==> config.mk <==
export PLATFORM = sky130hd
export DESIGN_NAME = voice_operator_scheduler
export DESIGN_NICKNAME = d
export VERILOG_FILES = /design/src/rtl/voice_operator_scheduler_pkg.sv /design/src/rtl/voice_operator_scheduler_cfg_write_fifo.sv /design/src/rtl/voice_operator_scheduler.sv
export SDC_FILE = /design/constraint.sdc
export NUM_CORES = 1
export LEC_CHECK = 0
export CAP_MARGIN = 25
export CELL_PAD_IN_SITES_DETAIL_PLACEMENT = 0
export CELL_PAD_IN_SITES_GLOBAL_PLACEMENT = 1
export CORE_MARGIN = 4
export CORE_UTILIZATION = 51
export CTS_BUF_LIST = sky130_fd_sc_hd__clkbuf_8 sky130_fd_sc_hd__clkbuf_16
export DETAILED_ROUTE_END_ITERATION = 7
export PLACE_DENSITY = 0.95
export SLEW_MARGIN = 20
export SYNTH_ARGS = -nofsm -noshare
export SYNTH_HDL_FRONTEND = slang
export SYNTH_SLANG_ARGS = --single-unit
==> constraint.sdc <==
create_clock -name i_Clock -period 5.6 [get_ports i_Clock]
set_input_delay 1.68 -clock i_Clock [delete_from_list [all_inputs] [get_ports i_Clock]]
set_output_delay 1.68 -clock i_Clock [all_outputs]
set_load 0.005 [all_outputs]
==> src/rtl/voice_operator_scheduler_pkg.sv <==
`default_nettype none
// +--------------------------------------------------------------------------+
// | Module      : voice_operator_scheduler_pkg                               |
// | Description : Shared types and helpers for the voice-operator scheduler  |
// |               and the synth pipeline it feeds.                           |
// | Revision    : 1.0 - initial release                                      |
// +--------------------------------------------------------------------------+
package voice_operator_scheduler_pkg;

   localparam int NUM_VOICE_OPERATORS = 256;
   localparam int VOICE_ID_W          = 5;
   localparam int OPERATOR_ID_W       = 3;
   localparam int CFG_KIND_W          = 2;
   localparam int CFG_ADDR_W          = 8;
   localparam int CFG_DATA_W          = 16;
   localparam int CFG_PAYLOAD_W       = CFG_KIND_W + CFG_ADDR_W + CFG_DATA_W;

   // {op[2:0], voice[4:0]}
   typedef logic [OPERATOR_ID_W+VOICE_ID_W-1:0] VoiceOperatorID_t;

   typedef enum logic [1:0] {
      CFG_ALGORITHM  = 2'd0,
      CFG_PHASE_STEP = 2'd1,
      CFG_ENVELOPE   = 2'd2,
      CFG_RESERVED   = 2'd3
   } ConfigKind_t;

   typedef enum logic [1:0] {
      ST_IDLE   = 2'd0,
      ST_RUN    = 2'd1,
      ST_DRAIN  = 2'd2,
      ST_COMMIT = 2'd3
   } SchedState_t;

   function automatic logic [VOICE_ID_W-1:0] getVoiceID(input VoiceOperatorID_t id);
      return id[VOICE_ID_W-1:0];
   endfunction

   function automatic logic [OPERATOR_ID_W-1:0] getOperatorID(input VoiceOperatorID_t id);
      return id[OPERATOR_ID_W+VOICE_ID_W-1:VOICE_ID_W];
   endfunction

   // Reserved kind maps to no enable so the entry is silently dropped.
   function automatic logic [3:0] kindToEnable(input ConfigKind_t kind);
      logic [3:0] en;
      en = 4'b0000;
      case (kind)
         CFG_ALGORITHM:  en = 4'b0001;
         CFG_PHASE_STEP: en = 4'b0010;
         CFG_ENVELOPE:   en = 4'b0100;
         default:        en = 4'b0000;
      endcase
      return en;
   endfunction

endpackage
`default_nettype wire

==> src/rtl/voice_operator_scheduler_cfg_write_fifo.sv <==
`default_nettype none
// +--------------------------------------------------------------------------+
// | Module      : cfg_write_fifo                                             |
// | Description : Small synchronous FIFO holding host config writes until    |
// |               the scheduler reaches a frame boundary.                    |
// | Revision    : 1.0 - initial release                                      |
// +--------------------------------------------------------------------------+
module cfg_write_fifo #(
   parameter int DEPTH = 4,
   parameter int WIDTH = 26
) (
   input  logic             clk_i,
   input  logic             rst_i,
   input  logic             push_i,
   input  logic [WIDTH-1:0] push_data_i,
   input  logic             pop_i,
   output logic [WIDTH-1:0] pop_data_o,
   output logic             full_o,
   output logic             empty_o
);

   localparam int AW = $clog2(DEPTH);
   localparam logic [AW:0] PTR_ONE = 1;

   // Pointers carry one extra wrap bit to tell full from empty.
   logic [AW:0]      wr_ptr_q, wr_ptr_d;
   logic [AW:0]      rd_ptr_q, rd_ptr_d;
   logic [WIDTH-1:0] mem_q [DEPTH];
   logic             do_push;
   logic             do_pop;

   assign full_o     = (wr_ptr_q[AW] != rd_ptr_q[AW]) &&
                       (wr_ptr_q[AW-1:0] == rd_ptr_q[AW-1:0]);
   assign empty_o    = (wr_ptr_q == rd_ptr_q);
   assign do_push    = push_i && !full_o;
   assign do_pop     = pop_i && !empty_o;
   assign pop_data_o = mem_q[rd_ptr_q[AW-1:0]];

   // Advance each pointer on an accepted push or pop.
   always_comb begin
      wr_ptr_d = wr_ptr_q;
      rd_ptr_d = rd_ptr_q;
      if (do_push) wr_ptr_d = wr_ptr_q + PTR_ONE;
      if (do_pop)  rd_ptr_d = rd_ptr_q + PTR_ONE;
   end

   // Pointer registers; reset empties the FIFO and discards pending writes.
   always_ff @(posedge clk_i or posedge rst_i) begin
      if (rst_i) begin
         wr_ptr_q <= '0;
         rd_ptr_q <= '0;
      end else begin
         wr_ptr_q <= wr_ptr_d;
         rd_ptr_q <= rd_ptr_d;
      end
   end

   // Storage needs no reset: the pointers alone define what is valid.
   always_ff @(posedge clk_i) begin
      if (do_push) mem_q[wr_ptr_q[AW-1:0]] <= push_data_i;
   end

endmodule
`default_nettype wire

==> src/rtl/voice_operator_scheduler.sv <==
`default_nettype none
// +--------------------------------------------------------------------------+
// | Module      : voice_operator_scheduler                                   |
// | Description : Issues one voice-operator ID per clock (256 per frame) and |
// |               commits buffered host config writes only between frames,  |
// |               after the synth pipeline has drained.                      |
// | Revision    : 1.0 - initial release                                      |
// +--------------------------------------------------------------------------+
module voice_operator_scheduler
   import voice_operator_scheduler_pkg::*;
#(
   parameter int NUM_VOICES     = 32,
   parameter int NUM_OPERATORS  = 8,
   parameter int PIPELINE_DEPTH = 16,
   parameter int CFG_FIFO_DEPTH = 4
) (
   input  logic        i_Clock,
   input  logic        i_Reset,
   input  logic        i_Enable,
   input  logic        i_CfgValid,
   output logic        o_CfgReady,
   input  logic [1:0]  i_CfgKind,
   input  logic [7:0]  i_CfgAddr,
   input  logic [15:0] i_CfgData,
   output logic [7:0]  o_VoiceOperator,
   output logic        o_Valid,
   output logic        o_FrameStart,
   output logic [3:0]  o_ConfigWriteEnable,
   output logic [7:0]  o_ConfigWriteAddr,
   output logic [15:0] o_ConfigWriteData,
   output logic        o_Busy
);

   localparam VoiceOperatorID_t LAST_ID = VoiceOperatorID_t'(NUM_VOICES * NUM_OPERATORS - 1);
   localparam int               DRAIN_W = $clog2(PIPELINE_DEPTH) + 1;
   localparam logic [DRAIN_W-1:0] DRAIN_LOAD = DRAIN_W'(PIPELINE_DEPTH - 1);
   localparam logic [DRAIN_W-1:0] DRAIN_ONE  = 1;
   localparam VoiceOperatorID_t   ID_ONE     = 1;

   SchedState_t              state_q, state_d;
   VoiceOperatorID_t         vo_q, vo_d;
   logic                     valid_q, valid_d;
   logic                     fs_q, fs_d;
   logic                     busy_q, busy_d;
   logic [DRAIN_W-1:0]       drain_q, drain_d;
   logic [3:0]               we_q, we_d;
   logic [CFG_ADDR_W-1:0]    waddr_q, waddr_d;
   logic [CFG_DATA_W-1:0]    wdata_q, wdata_d;

   logic                     fifo_push;
   logic                     fifo_pop;
   logic                     fifo_full;
   logic                     fifo_empty;
   logic [CFG_PAYLOAD_W-1:0] fifo_rd_data;
   ConfigKind_t              pop_kind;

   assign o_CfgReady = !fifo_full && !i_Reset;
   assign fifo_push  = i_CfgValid && o_CfgReady;
   assign pop_kind   = ConfigKind_t'(fifo_rd_data[CFG_PAYLOAD_W-1 -: CFG_KIND_W]);

   cfg_write_fifo #(
      .DEPTH (CFG_FIFO_DEPTH),
      .WIDTH (CFG_PAYLOAD_W)
   ) u_cfg_write_fifo (
      .clk_i       (i_Clock),
      .rst_i       (i_Reset),
      .push_i      (fifo_push),
      .push_data_i ({i_CfgKind, i_CfgAddr, i_CfgData}),
      .pop_i       (fifo_pop),
      .pop_data_o  (fifo_rd_data),
      .full_o      (fifo_full),
      .empty_o     (fifo_empty)
   );

   // Next-state and registered-output decode. Each output register is loaded
   // with what the coming cycle shows, so a pop at the edge entering a COMMIT
   // cycle presents its write during that COMMIT cycle.
   always_comb begin
      state_d  = state_q;
      vo_d     = vo_q;
      valid_d  = 1'b0;
      fs_d     = 1'b0;
      drain_d  = drain_q;
      we_d     = 4'b0000;
      waddr_d  = waddr_q;
      wdata_d  = wdata_q;
      fifo_pop = 1'b0;

      case (state_q)
         ST_IDLE: begin
            if (!fifo_empty)   state_d = ST_COMMIT;
            else if (i_Enable) state_d = ST_RUN;
         end
         ST_RUN: begin
            // Enable and pending writes only matter on the last ID of a frame.
            if (vo_q == LAST_ID) begin
               if (!fifo_empty) begin
                  state_d = ST_DRAIN;
                  drain_d = DRAIN_LOAD;
               end else if (!i_Enable) begin
                  state_d = ST_IDLE;
               end
            end
         end
         ST_DRAIN: begin
            if (drain_q == '0) state_d = ST_COMMIT;
            else               drain_d = drain_q - DRAIN_ONE;
         end
         ST_COMMIT: begin
            // Stay while writes remain, including ones pushed during COMMIT.
            if (fifo_empty) state_d = i_Enable ? ST_RUN : ST_IDLE;
         end
         default: state_d = ST_IDLE;
      endcase

      if (state_d == ST_COMMIT && !fifo_empty) begin
         fifo_pop = 1'b1;
         we_d     = kindToEnable(pop_kind);
         waddr_d  = fifo_rd_data[CFG_DATA_W +: CFG_ADDR_W];
         wdata_d  = fifo_rd_data[CFG_DATA_W-1:0];
      end

      // Every entry into RUN starts a fresh frame at ID 0.
      if (state_d == ST_RUN) begin
         valid_d = 1'b1;
         vo_d    = (state_q == ST_RUN && vo_q != LAST_ID) ? vo_q + ID_ONE : '0;
         fs_d    = (vo_d == '0);
      end

      busy_d = (state_d == ST_DRAIN) || (state_d == ST_COMMIT);
   end

   // State and output registers.
   always_ff @(posedge i_Clock or posedge i_Reset) begin
      if (i_Reset) begin
         state_q <= ST_IDLE;
         vo_q    <= '0;
         valid_q <= 1'b0;
         fs_q    <= 1'b0;
         busy_q  <= 1'b0;
         drain_q <= '0;
         we_q    <= 4'b0000;
         waddr_q <= '0;
         wdata_q <= '0;
      end else begin
         state_q <= state_d;
         vo_q    <= vo_d;
         valid_q <= valid_d;
         fs_q    <= fs_d;
         busy_q  <= busy_d;
         drain_q <= drain_d;
         we_q    <= we_d;
         waddr_q <= waddr_d;
         wdata_q <= wdata_d;
      end
   end

   assign o_VoiceOperator     = vo_q;
   assign o_Valid             = valid_q;
   assign o_FrameStart        = fs_q;
   assign o_Busy              = busy_q;
   assign o_ConfigWriteEnable = we_q;
   assign o_ConfigWriteAddr   = waddr_q;
   assign o_ConfigWriteData   = wdata_q;

endmodule
`default_nettype wire

Word level (Yosys, flattened, before mapping)
Memory sizes are Yosys's and may differ from the RTL's.
Cells that the tools add are included.
{"block": "classes", "addsub": 4, "n_eq_ne": 16, "mux": 21, "reduce_logical": 17}
{"operator": "$mux W5", "n": 3}
{"operator": "$mux W2", "n": 7}
{"operator": "$eq A2 B2 Y1 const B", "n": 5}
{"operator": "$pmux W5 S2", "n": 1}
{"operator": "$pmux W3 S3", "n": 1}
{"operator": "$add A8 B1 Y8 const B", "n": 1}
{"operator": "$eq A8 B8 Y1 const B", "n": 1}
{"operator": "$logic_not A8 Y1", "n": 1}
{"operator": "$mux W8", "n": 1}
{"operator": "$ne A8 B8 Y1 const B", "n": 1}
{"operator": "$pmux W2 S4", "n": 1}
{"operator": "$logic_and A1 B1 Y1", "n": 7}
{"operator": "$add A3 B1 Y3 const B", "n": 2}
{"operator": "$eq A2 B1 Y1 const B", "n": 3}
{"operator": "$mux W1", "n": 6}
{"operator": "$ne A2 B2 Y1 const B", "n": 3}
{"operator": "$logic_not A5 Y1", "n": 1}
{"operator": "$sub A5 B1 Y5 const B", "n": 1}
{"operator": "$logic_not A2 Y1", "n": 2}
{"operator": "$reduce_and A4 Y1", "n": 1}
{"operator": "$eq A3 B3 Y1", "n": 1}
{"operator": "$logic_not A1 Y1", "n": 3}
{"operator": "$mux W3", "n": 1}
{"operator": "$eq A2 B2 Y1", "n": 1}
{"operator": "3 further kinds", "n": 3}
{"block": "totals", "register_bits": 52, "ramBits": 104, "out_inout_bits": 40, "elab_cells": 70, "mem_count": 1}
{"name": "u_cfg_write_fifo.mem_q", "depth": 4, "width": 26, "rd": 1, "rd_clocked_by_memory_dff": 0, "write_ports": 1, "line_no": "voice_operator_scheduler_cfg_write_fifo.sv:28", "text": "logic [WIDTH-1:0] mem_q [DEPTH];"}

Depth between registers and ports, before layout
Gate-level depths: netlist (run 1).
{"block": "depth", "depth_word": 8, "mapped_depth": 8, "mapped_depth_nobuf": 6}

Cells and area by module
Synthesis (run 1) repeated with hierarchy kept, for this count alone.
{"block": "unflattened", "hier_cells": 353, "area_unflattened_um2": 6374.9}
{"mod": "cfg_write_fifo", "instances": 1, "cells_per_inst": 185, "area_per_inst_um2": 4339.2, "seq_area_each_um2": 3273.1}
{"mod": "voice_operator_scheduler", "instances": 1, "cells_per_inst": 168, "area_per_inst_um2": 2035.7, "seq_area_each_um2": 1101.1}

Worst setup path after synthesis (run 1)
Ideal clock, no wire load.
{"block": "synth_timing", "path_type": "input-to-reg", "from": "in i_Reset", "to": "mem u_cfg_write_fifo.mem_q[3][0] (enable)", "setup_time_ps": 387, "arrival_ps": 3911, "required_ps": 5213, "setup_slack_ps": 1302, "stages": 3, "path_buffers": 0, "cell_sequence": "inv_1 o311a_1 and2_1"}
{"block": "synth_via", "elab_chain_len": 6}
{"item": "start: declaration", "line_no": "voice_operator_scheduler.sv:18", "text": "input logic i_Reset,"}
{"item": "$logic_not A1 Y1 (no source line)"}
{"item": "$logic_and A1 B1 Y1", "line_no": "voice_operator_scheduler.sv:57", "text": "assign o_CfgReady = !fifo_full && !i_Reset;"}
{"item": "$logic_and A1 B1 Y1", "line_no": "voice_operator_scheduler.sv:58", "text": "assign fifo_push = i_CfgValid && o_CfgReady;"}
{"item": "$logic_and A1 B1 Y1", "line_no": "voice_operator_scheduler_cfg_write_fifo.sv:35", "text": "assign do_push = push_i && !full_o;"}
{"item": "$mux W1", "line_no": "voice_operator_scheduler_cfg_write_fifo.sv:60", "text": "if (do_push) mem_q[wr_ptr_q[AW-1:0]] <= push_data_i;"}
{"item": "$mux W1 (implied by the code)", "line_no": "voice_operator_scheduler_cfg_write_fifo.sv:60"}
{"item": "end: declaration", "line_no": "voice_operator_scheduler_cfg_write_fifo.sv:28"}
No other way between the ends.

Worst setup path in the final report (run 1)
{"block": "layout_timing", "from": "in i_Reset", "to": "out o_CfgReady"}
{"block": "layout_via", "elab_chain_len": 2}
{"item": "$logic_not A1 Y1 (no source line)"}
{"item": "$logic_and A1 B1 Y1", "line_no": "voice_operator_scheduler.sv:57"}
{"item": "end: declaration", "line_no": "voice_operator_scheduler.sv:21", "text": "output logic o_CfgReady,"}
No other way between the ends.

==> impl_metrics.py, run 1 <==
metrics = {
    "outcome": {
        "status": "completed",
    },
    "worst_setup_path": {
        "r2r_end": "o_ConfigWriteData[10]",
        "regToRegSetupSlack_ns": 3.17,
        "end_kind": "primary output",
        "critPathKind": "in -> out",
        "arrival_ns": 2.76,
        "required_ns": 3.92,
        "r2r-start": "u_cfg_write_fifo.rd_ptr_q[0]",
        "startpoint_type": "input port",
        "rr_worst_depth": 5,
        "cp_max_fo": 2,
    },
    "timing": {
        "finalSetupTns_ns": 0,
        "grt_setup_unrepaired": "no",
        "worstMarginPinSlew_ns": 0.703,
        "post-route-period-util_pct": 79.3,
        "slew_violations": 0,
        "finalCriticalPeriod_ns": 4.44,
        "hold_ws_ns": 0.481,
        "fmax_ghz": 0.225,
        "finalClockSkew_ns": 0.00852,
        "finalHoldViolCount": 0,
        "setup_viol": 0,
        "max_slew_margin_pct": 53.1,
    },
    "global_routing": {
        "grt_max_degree": 51,
        "grtUsageTotal_pct": 17.4,
        "grt_pass1_wl_mm": 18.6,
        "grt_pass1_vias": 3489,
        "grt_antenna_before_repair": 0,
        "grt.overflow.total": 0,
    },
    "yosys": {
        "synth_mux_area_share_pct": 14.4,
        "synth-seq-cells": 154,
        "synth_top_area_share_pct": 50.5,
        "synth_compound_area_share_pct": 4.62,
        "synth_edf_count": 104,
        "synth_area_sq_mm": 0.00618,
        "synth.area.top_cells": "edfxtp_1 51%, dfrtp_1 20%, mux4_2 9.5%, mux2_1 4.2%, ha_1 1.6%",
        "synth-seq-area-share_pct": 70.8,
        "yosys.area_share.simple_pct": 4.84,
        "synth.distinct_cells": 56,
        "synth_largest_area_cell": "edfxtp_1",
        "synth_xor_area_share_pct": 1.68,
        "synth_fa_ha_area_share_pct": 1.62,
        "synthCells": 337,
        "yosysWarnings": 0,
        "synthesis.nets": 375,
        "synth_top_family_by_area": "multiplexers",
        "syn_avg_cell_area_sq_um": 18.3,
        "async_flop_share_pct": 32.5,
        "ys.flop_type": "edfxtp_1",
    },
    "final_layout": {
        "mostFrequentLayoutCells": "104 x edfxtp_1, 68 x clkdlybuf4s50_1, 49 x dfrtp_1, 26 x mux4_2, 23 x mux2_1",
        "num-nets-final": 456,
        "antennaDiodeCount": 0,
        "fin_cells": 574,
        "fillers": 789,
        "final_common_cell": "edfxtp_1",
        "drive_above_1_share_pct": 17.9,
        "area_delta_synth_final_pct": 23.3,
    },
    "routing": {
        "post_drt_wl_per_cell_um": 19.8,
        "drc": 0,
        "vias_per_cell": 5.62,
        "dr.pass1.iters": 4,
        "drtIter0Drc": 279,
        "antenna_left": 0,
        "wirelength_mm": 11.3,
        "vias": 3224,
    },
    "floorplanning": {
        "fp.dieArea_sq_mm": 0.0139,
        "die_w_um": 118,
        "coreArea_sq_mm": 0.0116,
        "die_h_um": 118,
        "ios": 70,
        "rows": 39,
        "start_util_pct": 53.2,
    },
    "clock_network": {
        "cts_root_buffer": "clkbuf_16",
        "clk_latency_ns": 0.41,
        "cts_hold_buf": 0,
        "clock_path_buffers": 2,
        "cts_made_buffers": 17,
        "ctsResizeCount": 0,
        "postCtsSetupBuffers": 0,
        "cts_sinks": 154,
        "tritoncts": "yes",
        "clk_pin_slew_ns": 0.05,
        "htreeDepth": 4,
    },
    "pwr": {
        "share_seq_of_total_power_pct": 49.9,
        "p_sw_uw": 591,
        "p_per_area_mw_per_mm2": 356,
        "leakage_nw": 2.89,
        "p_clk_share_pct": 42.2,
        "p_int_mw": 2.12,
        "vdd_drop_max_mv": 0.397,
        "pwr-share-comb_pct": 7.9,
        "p_sw_share_pct": 21.8,
    },
    "run": {
        "maxCapViolCount": 0,
    },
    "place": {
        "place_congestion": 0.753,
        "io_buffer_count": 68,
        "dp.cells": 542,
        "dp_hpwl_mm": 7.20,
    },
    "min_path": {
        "min_to": "o_ConfigWriteAddr[7]",
        "min_from": "o_ConfigWriteAddr[7]",
        "hold-path-cell-count": 1,
        "hold_path_class": "reg -> reg",
    },
}
registers in the layout, indices dropped and copies added (netlist names):
name,count
u_cfg_write_fifo.mem_q,104
o_ConfigWriteData,16
o_ConfigWriteAddr,8
o_VoiceOperator,8
drain_q,5
o_ConfigWriteEnable,3
u_cfg_write_fifo.rd_ptr_q,3
u_cfg_write_fifo.wr_ptr_q,3
o_Busy,1
o_FrameStart,1
o_Valid,1
state_q,1
metal layers:
layer,GRT usage (%),vias up,part of all wire [%]
met1,21.9,1621,42
met3,6.58,10,6.0
met2,28.3,112,50
li1,-,1481,-
met5,0,-,0
met4,4.91,0,1.2
how the worst max path moves through the flow:
stage,startpoint,endpoint,slack [ns],cells past startpoint
after floorplan,i_Reset,u_cfg_write_fifo.mem_q[3][0],1.30,3
after global routing,i_Reset,o_CfgReady,1.12,3
after global placement,i_Reset,o_CfgReady,1.16,3
after CTS,i_Reset,o_CfgReady,1.15,3
final,i_Reset,o_CfgReady,1.16,3
after detailed placement,i_Reset,o_CfgReady,1.16,3
area by class of cell:
type	count	area [sq um]	share of cell area, %
sequential	154	4380	57.4
inverter	11	41.3	0.542
clock buffer	19	453	5.95
tap	143	179	2.35
multi-input combinational	159	1680	22.1
timing repair buffer	75	733	9.63
clock inverter	13	154	2.02
cells in the mapped netlist (2+ instances only):
library cell / instances
xor2_1: 5
mux2_2: 3
buf_6: 2
a211o_1: 2
o21a_1: 2
mux2_1: 23
nor3_1: 8
buf_4: 4
nand3_1: 3
nor3b_1: 2
nand2_1: 8
nand2b_1: 2
o21ai_0: 2
a31oi_1: 4
inv_2: 2
nor2_1: 6
clkbuf_1: 4
o21ai_1: 5
and3_1: 6
xnor2_1: 5
inv_1: 9
mux4_2: 26
nand4_1: 2
and4_1: 2
buf_2: 3
a21oi_1: 4
edfxtp_1: 104
and3b_1: 2
ha_1: 8
dfrtp_1: 50
and2_1: 4
kinds of logic after synthesis:
| family | count (synthesis) |
|---|---|
| other | 1 |
| flip-flops | 154 |
| multiplexers | 53 |
| adder cells (fa/ha/maj) | 8 |
| AND/OR/NAND/NOR | 51 |
| XOR/XNOR | 11 |
| AO/OA/AOI/OAI | 35 |
| buffers and inverters | 24 |
power groups by stage:
stage	Combinational (mW)	Sequential (mW)	Clock (mW)
2_1_floorplan	0.131	1.36	0
3_3_place_gp	0.204	1.36	0
3_5_place_dp	0.214	1.37	0
4_1_cts	0.217	1.35	1.17
5_1_grt	0.236	1.36	1.22
6_report	0.214	1.35	1.14
through the flow:
step	power, mW	utilization [%]	cell area [sq um]	setup slack, ns
after global routing	2.82	65.6	7620	1.12
after floorplan	1.49	-	6180	1.30
after CTS	2.73	65.6	7620	1.15
after detailed placement	1.59	60.4	7010	1.16
final	2.71	65.6	7620	1.16
after global placement	1.57	60.4	7010	1.16
worst max-delay path, cell delays in order:
cell	delay [ns]
clkdlybuf4s50_1	0.44
a21oi_1	0.13
clkdlybuf4s50_1	0.52
No activity file was read; power rests on OpenSTA's default activity.
==> run 2, diff against run 1 <==
--- a/config.mk
+++ b/config.mk
@@ -9,10 +9,10 @@
 export CELL_PAD_IN_SITES_DETAIL_PLACEMENT = 0
 export CELL_PAD_IN_SITES_GLOBAL_PLACEMENT = 1
 export CORE_MARGIN = 4
-export CORE_UTILIZATION = 51
+export CORE_UTILIZATION = 43
 export CTS_BUF_LIST = sky130_fd_sc_hd__clkbuf_8 sky130_fd_sc_hd__clkbuf_16
 export DETAILED_ROUTE_END_ITERATION = 7
-export PLACE_DENSITY = 0.95
+export PLACE_DENSITY = 0.86
 export SLEW_MARGIN = 20
 export SYNTH_ARGS = -nofsm -noshare
 export SYNTH_HDL_FRONTEND = slang
==> constraint.sdc (replaced) <==
create_clock -name i_Clock -period 3.87 [get_ports i_Clock]
set_input_delay 1.161 -clock i_Clock [delete_from_list [all_inputs] [get_ports i_Clock]]
set_output_delay 1.161 -clock i_Clock [all_outputs]
set_load 0.005 [all_outputs]
==> run 2 against run 1 <==
Clock power grew 38%. Wire length shrank 2.2%. Clock skew shrank 0.0012 ns. Die area grew 17%. Clock-buffer cell count grew 1. Cell area shrank 0.16%.
==> impl_metrics.py, run 2 (synthesis gave the netlist of run 1 again) <==
metrics = {
    "global_routing": {
        "grt_pass1_vias": 3484,
        "grt_use_met1_pct": 18.6,
        "grt_antenna_before_repair": 0,
        "grt_pass1_wl_mm": 18.1,
        "grt-busiest-layer": "met2",
        "grt_max_degree": 51,
        "grtUsageMet3_pct": 4.21,
        "grt.overflow.total": 0,
        "met2_usage_pct": 23.3,
        "grtUsageTotal_pct": 14.6,
    },
    "clock_network": {
        "cts_hold_buf": 0,
        "htreeDepth": 4,
        "clock_path_buffers": 2,
        "cts_root_buffer": "clkbuf_16",
        "clk_latency_ns": 0.41,
        "cts_sinks": 154,
        "ctsResizeCount": 0,
        "tritoncts": "yes",
        "clk_pin_slew_ns": 0.05,
        "postCtsSetupBuffers": 0,
        "cts_made_buffers": 17,
    },
    "worst_setup_path": {
        "rr_worst_depth": 5,
        "end_kind": "primary output",
        "r2r-start": "u_cfg_write_fifo.rd_ptr_q[0]",
        "critPathKind": "in -> out",
        "regToRegSetupSlack_ns": 1.38,
        "required_ns": 2.71,
        "cp_max_fo": 2,
        "r2r_end": "o_ConfigWriteData[8]",
        "arrival_ns": 2.24,
        "startpoint_type": "input port",
    },
    "final_layout": {
        "num-nets-final": 452,
        "antennaDiodeCount": 0,
        "mostFrequentLayoutCells": "104 x edfxtp_1, 68 x clkdlybuf4s50_1, 49 x dfrtp_1, 26 x mux4_2, 23 x mux2_1",
        "drive_above_1_share_pct": 17.6,
        "area_delta_synth_final_pct": 23.1,
        "final_common_cell": "edfxtp_1",
        "largest_reg_flops": 104,
    },
    "routing": {
        "vias_per_cell": 5.38,
        "dr.pass1.iters": 4,
        "post_drt_wl_per_cell_um": 18.3,
        "vias": 3261,
        "drtIter0Drc": 233,
        "antenna_left": 0,
        "wirelength_mm": 11.1,
        "drc": 0,
    },
    "floorplanning": {
        "die_w_um": 128,
        "coreArea_sq_mm": 0.0140,
        "start_util_pct": 44.2,
        "die_h_um": 128,
        "ios": 70,
        "rows": 43,
        "fp.dieArea_sq_mm": 0.0164,
    },
    "min_path": {
        "min_to": "o_ConfigWriteAddr[1]",
        "hold-path-cell-count": 1,
        "min_from": "o_ConfigWriteAddr[1]",
        "hold_path_class": "reg -> reg",
    },
    "pwr": {
        "leakage_nw": 2.86,
        "p_per_area_mw_per_mm2": 502,
        "vdd_drop_max_mv": 0.292,
    },
    "place": {
        "place_congestion": 0.757,
        "pre_cts_slack_ns": 0.472,
        "io_buffer_count": 68,
        "dp_hpwl_mm": 6.88,
    },
    "timing": {
        "post-route-period-util_pct": 87.9,
        "finalHoldViolCount": 0,
        "setup_viol": 0,
        "finalCriticalPeriod_ns": 3.40,
        "fmax_ghz": 0.294,
        "finalSetupTns_ns": 0,
        "max_slew_margin_pct": 48.9,
        "setup_ws_ns": 0.470,
        "finalClockSkew_ns": 0.00736,
        "worstMarginPinSlew_ns": 0.766,
        "slew_violations": 0,
        "grt_setup_unrepaired": "no",
    },
    "outcome": {
        "status": "completed",
    },
    "run": {
        "maxCapViolCount": 0,
    },
}
==> run 2: changes by cell type in the layout (fill, tap and decap cells not counted), sizes merged <==
cell    change
buf         -4
inv         -1
clkbuf      +1
bufinv      -1
==> run 2: how the worst max path moves through the flow <==
stage	startpoint	end	slack (ns)	depth (start not counted)
5_1_grt	i_Reset	o_CfgReady	0.41	3
2_1_floorplan	i_Reset	u_cfg_write_fifo.mem_q[3][0]	0.09	3
6_report	i_Reset	o_CfgReady	0.47	3
3_5_place_dp	i_Reset	o_CfgReady	0.47	3
4_1_cts	i_Reset	o_CfgReady	0.46	3
3_3_place_gp	i_Reset	o_CfgReady	0.46	3
==> run 2: worst max-delay path, stage by stage <==
cell	delay, ns
clkdlybuf4s50_1	0.44
a21oi_1	0.13
clkdlybuf4s50_1	0.51
==> run 2: power breakdown <==
part | internal, mW | total (mW) | leakage [nW] | switching, mW
Clock | 0.984 | 1.57 | 0.293 | 0.589
Combinational | 0.114 | 0.294 | 0.964 | 0.180
Sequential | 1.90 | 1.95 | 1.60 | 0.0509
Total | 3.00 | 3.82 | 2.86 | 0.820
==> run 2: layout make-up <==
class	count	area, sq um
multi-input combinational	159	1690
fill	1112	6380
timing repair buffer	71	703
tap	180	225
clock inverter	11	106
clock buffer	20	467
sequential	154	4380
inverter	11	41.3
==> run 2: per-stage QoR <==
step	instance area, sq um	util [%]	std cells	hold WS, ns	total power [mW]
3_3_place_gp	7030	50.3	575	0.473	2.26
5_1_grt	7600	54.4	606	0.512	3.98
4_1_cts	7600	54.4	606	0.490	3.86
2_1_floorplan	6180	-	337	0.470	2.16
3_5_place_dp	7030	50.3	575	0.475	2.29
6_report	7600	54.4	606	0.485	3.82
==> run 2: metal layers <==
layer  routed length, um  share of wire [%]  up-vias
met4                 146                1.3        0
met2                5670                 51       98
met1                4730                 43     1668
met5                   0                  0        -
li1                    -                  -     1478
met3                 551                5.0       17
==> patch, RTL diff (config.mk and constraints of run 2) <==
Reset style: synchronous (`i_Reset` and `rst_i`), changed in 2 clocked blocks.
--- a/src/rtl/voice_operator_scheduler_cfg_write_fifo.sv
+++ b/src/rtl/voice_operator_scheduler_cfg_write_fifo.sv
@@ -47,3 +47,3 @@
    // Pointer registers; reset empties the FIFO and discards pending writes.
-   always_ff @(posedge clk_i or posedge rst_i) begin
+   always_ff @(posedge clk_i) begin
       if (rst_i) begin
--- a/src/rtl/voice_operator_scheduler.sv
+++ b/src/rtl/voice_operator_scheduler.sv
@@ -133,3 +133,3 @@
    // State and output registers.
-   always_ff @(posedge i_Clock or posedge i_Reset) begin
+   always_ff @(posedge i_Clock) begin
       if (i_Reset) begin
Formal check against the unedited RTL: differs if i_Reset is asserted again (counterexample within 4 cycles, from zero or initial values and one cycle with i_Reset high); with i_Reset held inactive, the same outputs for 10 cycles.
==> patch against run 2 <==
Area after synthesis down 2.4%; routed wire length up 8.5%; synthesized cell count up 23%; sequential cell count up 2; largest cell class unchanged; count of clock-buffer cells in the layout down 3; design area down 1.3%; worst setup slack better by 0.28 ns.
Power is not compared: it rests on default switching activity, and its combinational part moved more than twofold at a synthesized area within 25%.
==> patch: results (changes against run 2) <==
INFO  finish         area_share_nonclk_buffers=10.37% [was 9.246%]
INFO  synth          yosys-top-cells-area=edfxtp_1 52%, dfxtp_1 17%, mux4_2 9.7% [was edfxtp_1 51%, dfrtp_1 20%, mux4_2 9.5%]
INFO  finish         final_net_count=524 [was 452]
INFO  routing        drt-initial-drc-count=305 [was 233]
INFO  finish         filler_cells_inserted=1074 [was 1112]
INFO  hold_path      worst_hold_startpoint=o_ConfigWriteAddr[2] [was o_ConfigWriteAddr[1]]
INFO  placement      postPlaceCellArea=6880squm [was 7032 sq um]
INFO  synth          asyncSetResetFlopFracSynth=0% [was 32.47%]
INFO  hold_path      timing.hold.worst_path_depth=2 [was 1]
INFO  synth          post_synth_mux_area_share=9.714% [was 14.38%]
INFO  placement      gp_congestion=0.7699 [was 0.7566]
INFO  routing        routed-via-count=3561 [was 3261]
INFO  grt            grt_first_pass_wirelength=19.43mm [was 18.11 mm]
INFO  status         outcome=finished clean [unchanged]
INFO  finish         clock_buffers=17 [was 20]
INFO  worst_setup_path worst-r2r-cell-count=8 [was 5]
INFO  grt            grt_start_max_net_pins=53 [was 51]
INFO  placement      dp_worst_setup_slack=0.7399ns [was 0.4718 ns]
INFO  synth          postSynthNetCount=452 [was 375]
INFO  hold_path      worst_min_delay_path_endpoint=o_ConfigWriteAddr[2] [was o_ConfigWriteAddr[1]]
INFO  finish         layout.clock.cell_area_share=7.937% [was 7.535%]
INFO  synth          post_synth_top_cells=104 x edfxtp_1, 59 x nand2_1, 52 x dfxtp_1, 36 x a21oi_1, 26 x mux4_2 [was 104 x edfxtp_1, 50 x dfrtp_1, 26 x mux4_2, 23 x mux2_1, 9 x inv_1]
INFO  finish         layout.non_clock_inverters=8 [was 11]
INFO  finish         drive_above_1_share=14.43% [was 17.61%]
INFO  synth          synth_area_per_cell=14.56squm [was 18.33 sq um]
INFO  grt            grtUsageTotal=15.77% [was 14.56%]
INFO  worst_setup_path timing.rr.start=drain_q[0] [was u_cfg_write_fifo.rd_ptr_q[0]]
INFO  worst_setup_path timing.reg2reg.setup_slack=1.36ns [was 1.38 ns]
INFO  finish         areaGrowthSynthToFinish=24.47% [was 23.09%]
INFO  worst_setup_path regToRegEndpoint=u_cfg_write_fifo.rd_ptr_q[1] [was o_ConfigWriteData[8]]
INFO  grt            via_count_of_the_first_global_routing_pass=3677 [was 3484]
INFO  finish         n_multi_input_combinational_cell=224 [was 159]
INFO  synth          synthFlopType=edfxtp_1 [unchanged]
INFO  synth          synth_compound_area_share=5.998% [was 4.617%]
INFO  synth          area_share_of_xor_xnor_cells_in_the_synthesized_design=1.743% [was 1.681%]
INFO  routing        wl_per_cell=17.72microns [was 18.30 microns]
INFO  clock_tree     tritoncts_num_sinks=156 [was 154]
INFO  placement      dpl.cell_count=646 [was 575]
INFO  synth          yosys.cell_types.count=40 [was 56]
INFO  timing         worst_clock_skew=0.009820ns [was 0.007364 ns]
INFO  synth          synthAdderAreaFrac=1.660% [was 1.620%]
patch: cell count changes after synthesis, sizes merged, moves of 4 or more:
cell / run 2 / this run
nor2: 6 / 16
dfrtp: 50 / 0
and3: 7 / 3
or3: 0 / 4
dfxtp: 0 / 52
a21oi: 4 / 36
nand2: 8 / 59
a211oi: 2 / 6
mux2: 26 / 0
clkbuf: 4 / 13
buf: 9 / 13
patch: critical path, cell delays in order:
cell and delay [ns]:
buf_2 0.11, a31oi_1 0.15, clkdlybuf4s50_1 0.53
patch: worst max path at each step:
stage / start / endpoint / slack, ns / cells past startpoint
global placement: i_CfgValid / u_cfg_write_fifo.mem_q[3][7] / 0.74 / 6
detailed placement: i_Reset / o_CfgReady / 0.74 / 3
global route: i_Reset / o_CfgReady / 0.71 / 3
CTS: i_Reset / o_CfgReady / 0.74 / 3
floorplan: i_Reset / u_cfg_write_fifo.mem_q[3][0] / 0.86 / 3
finish: i_Reset / o_CfgReady / 0.75 / 3
patch: stage by stage:
| step | hold WS (ns) | power (uW) |
|---|---|---|
| after global routing | 0.4760 | 4881 |
| final | 0.4593 | 4643 |
| after detailed placement | 0.4511 | 3018 |
| after floorplan | 0.4527 | 2616 |
| after global placement | 0.4468 | 2996 |
| after CTS | 0.4612 | 4669 |
patch: metal layers:
| metal | GRT usage [%] | routed length (microns) | up-vias |
|---|---|---|---|
| met4 | 4.732 | 87 | 0 |
| met2 | 26.77 | 6183 | 97 |
| met5 | 0 | 0 | - |
| met3 | 4.589 | 617 | 8 |
| li1 | - | - | 1684 |
| met1 | 19.65 | 5146 | 1772 |
patch: cell families after synthesis:
group | count (synthesis)
AOI/OAI and AO/OA | 62
xor gates and xnor gates | 12
adders and majority gates | 8
buffers and inverters | 34
DFF | 156
muxes | 26
other | 1
and+or+nand+nor | 115
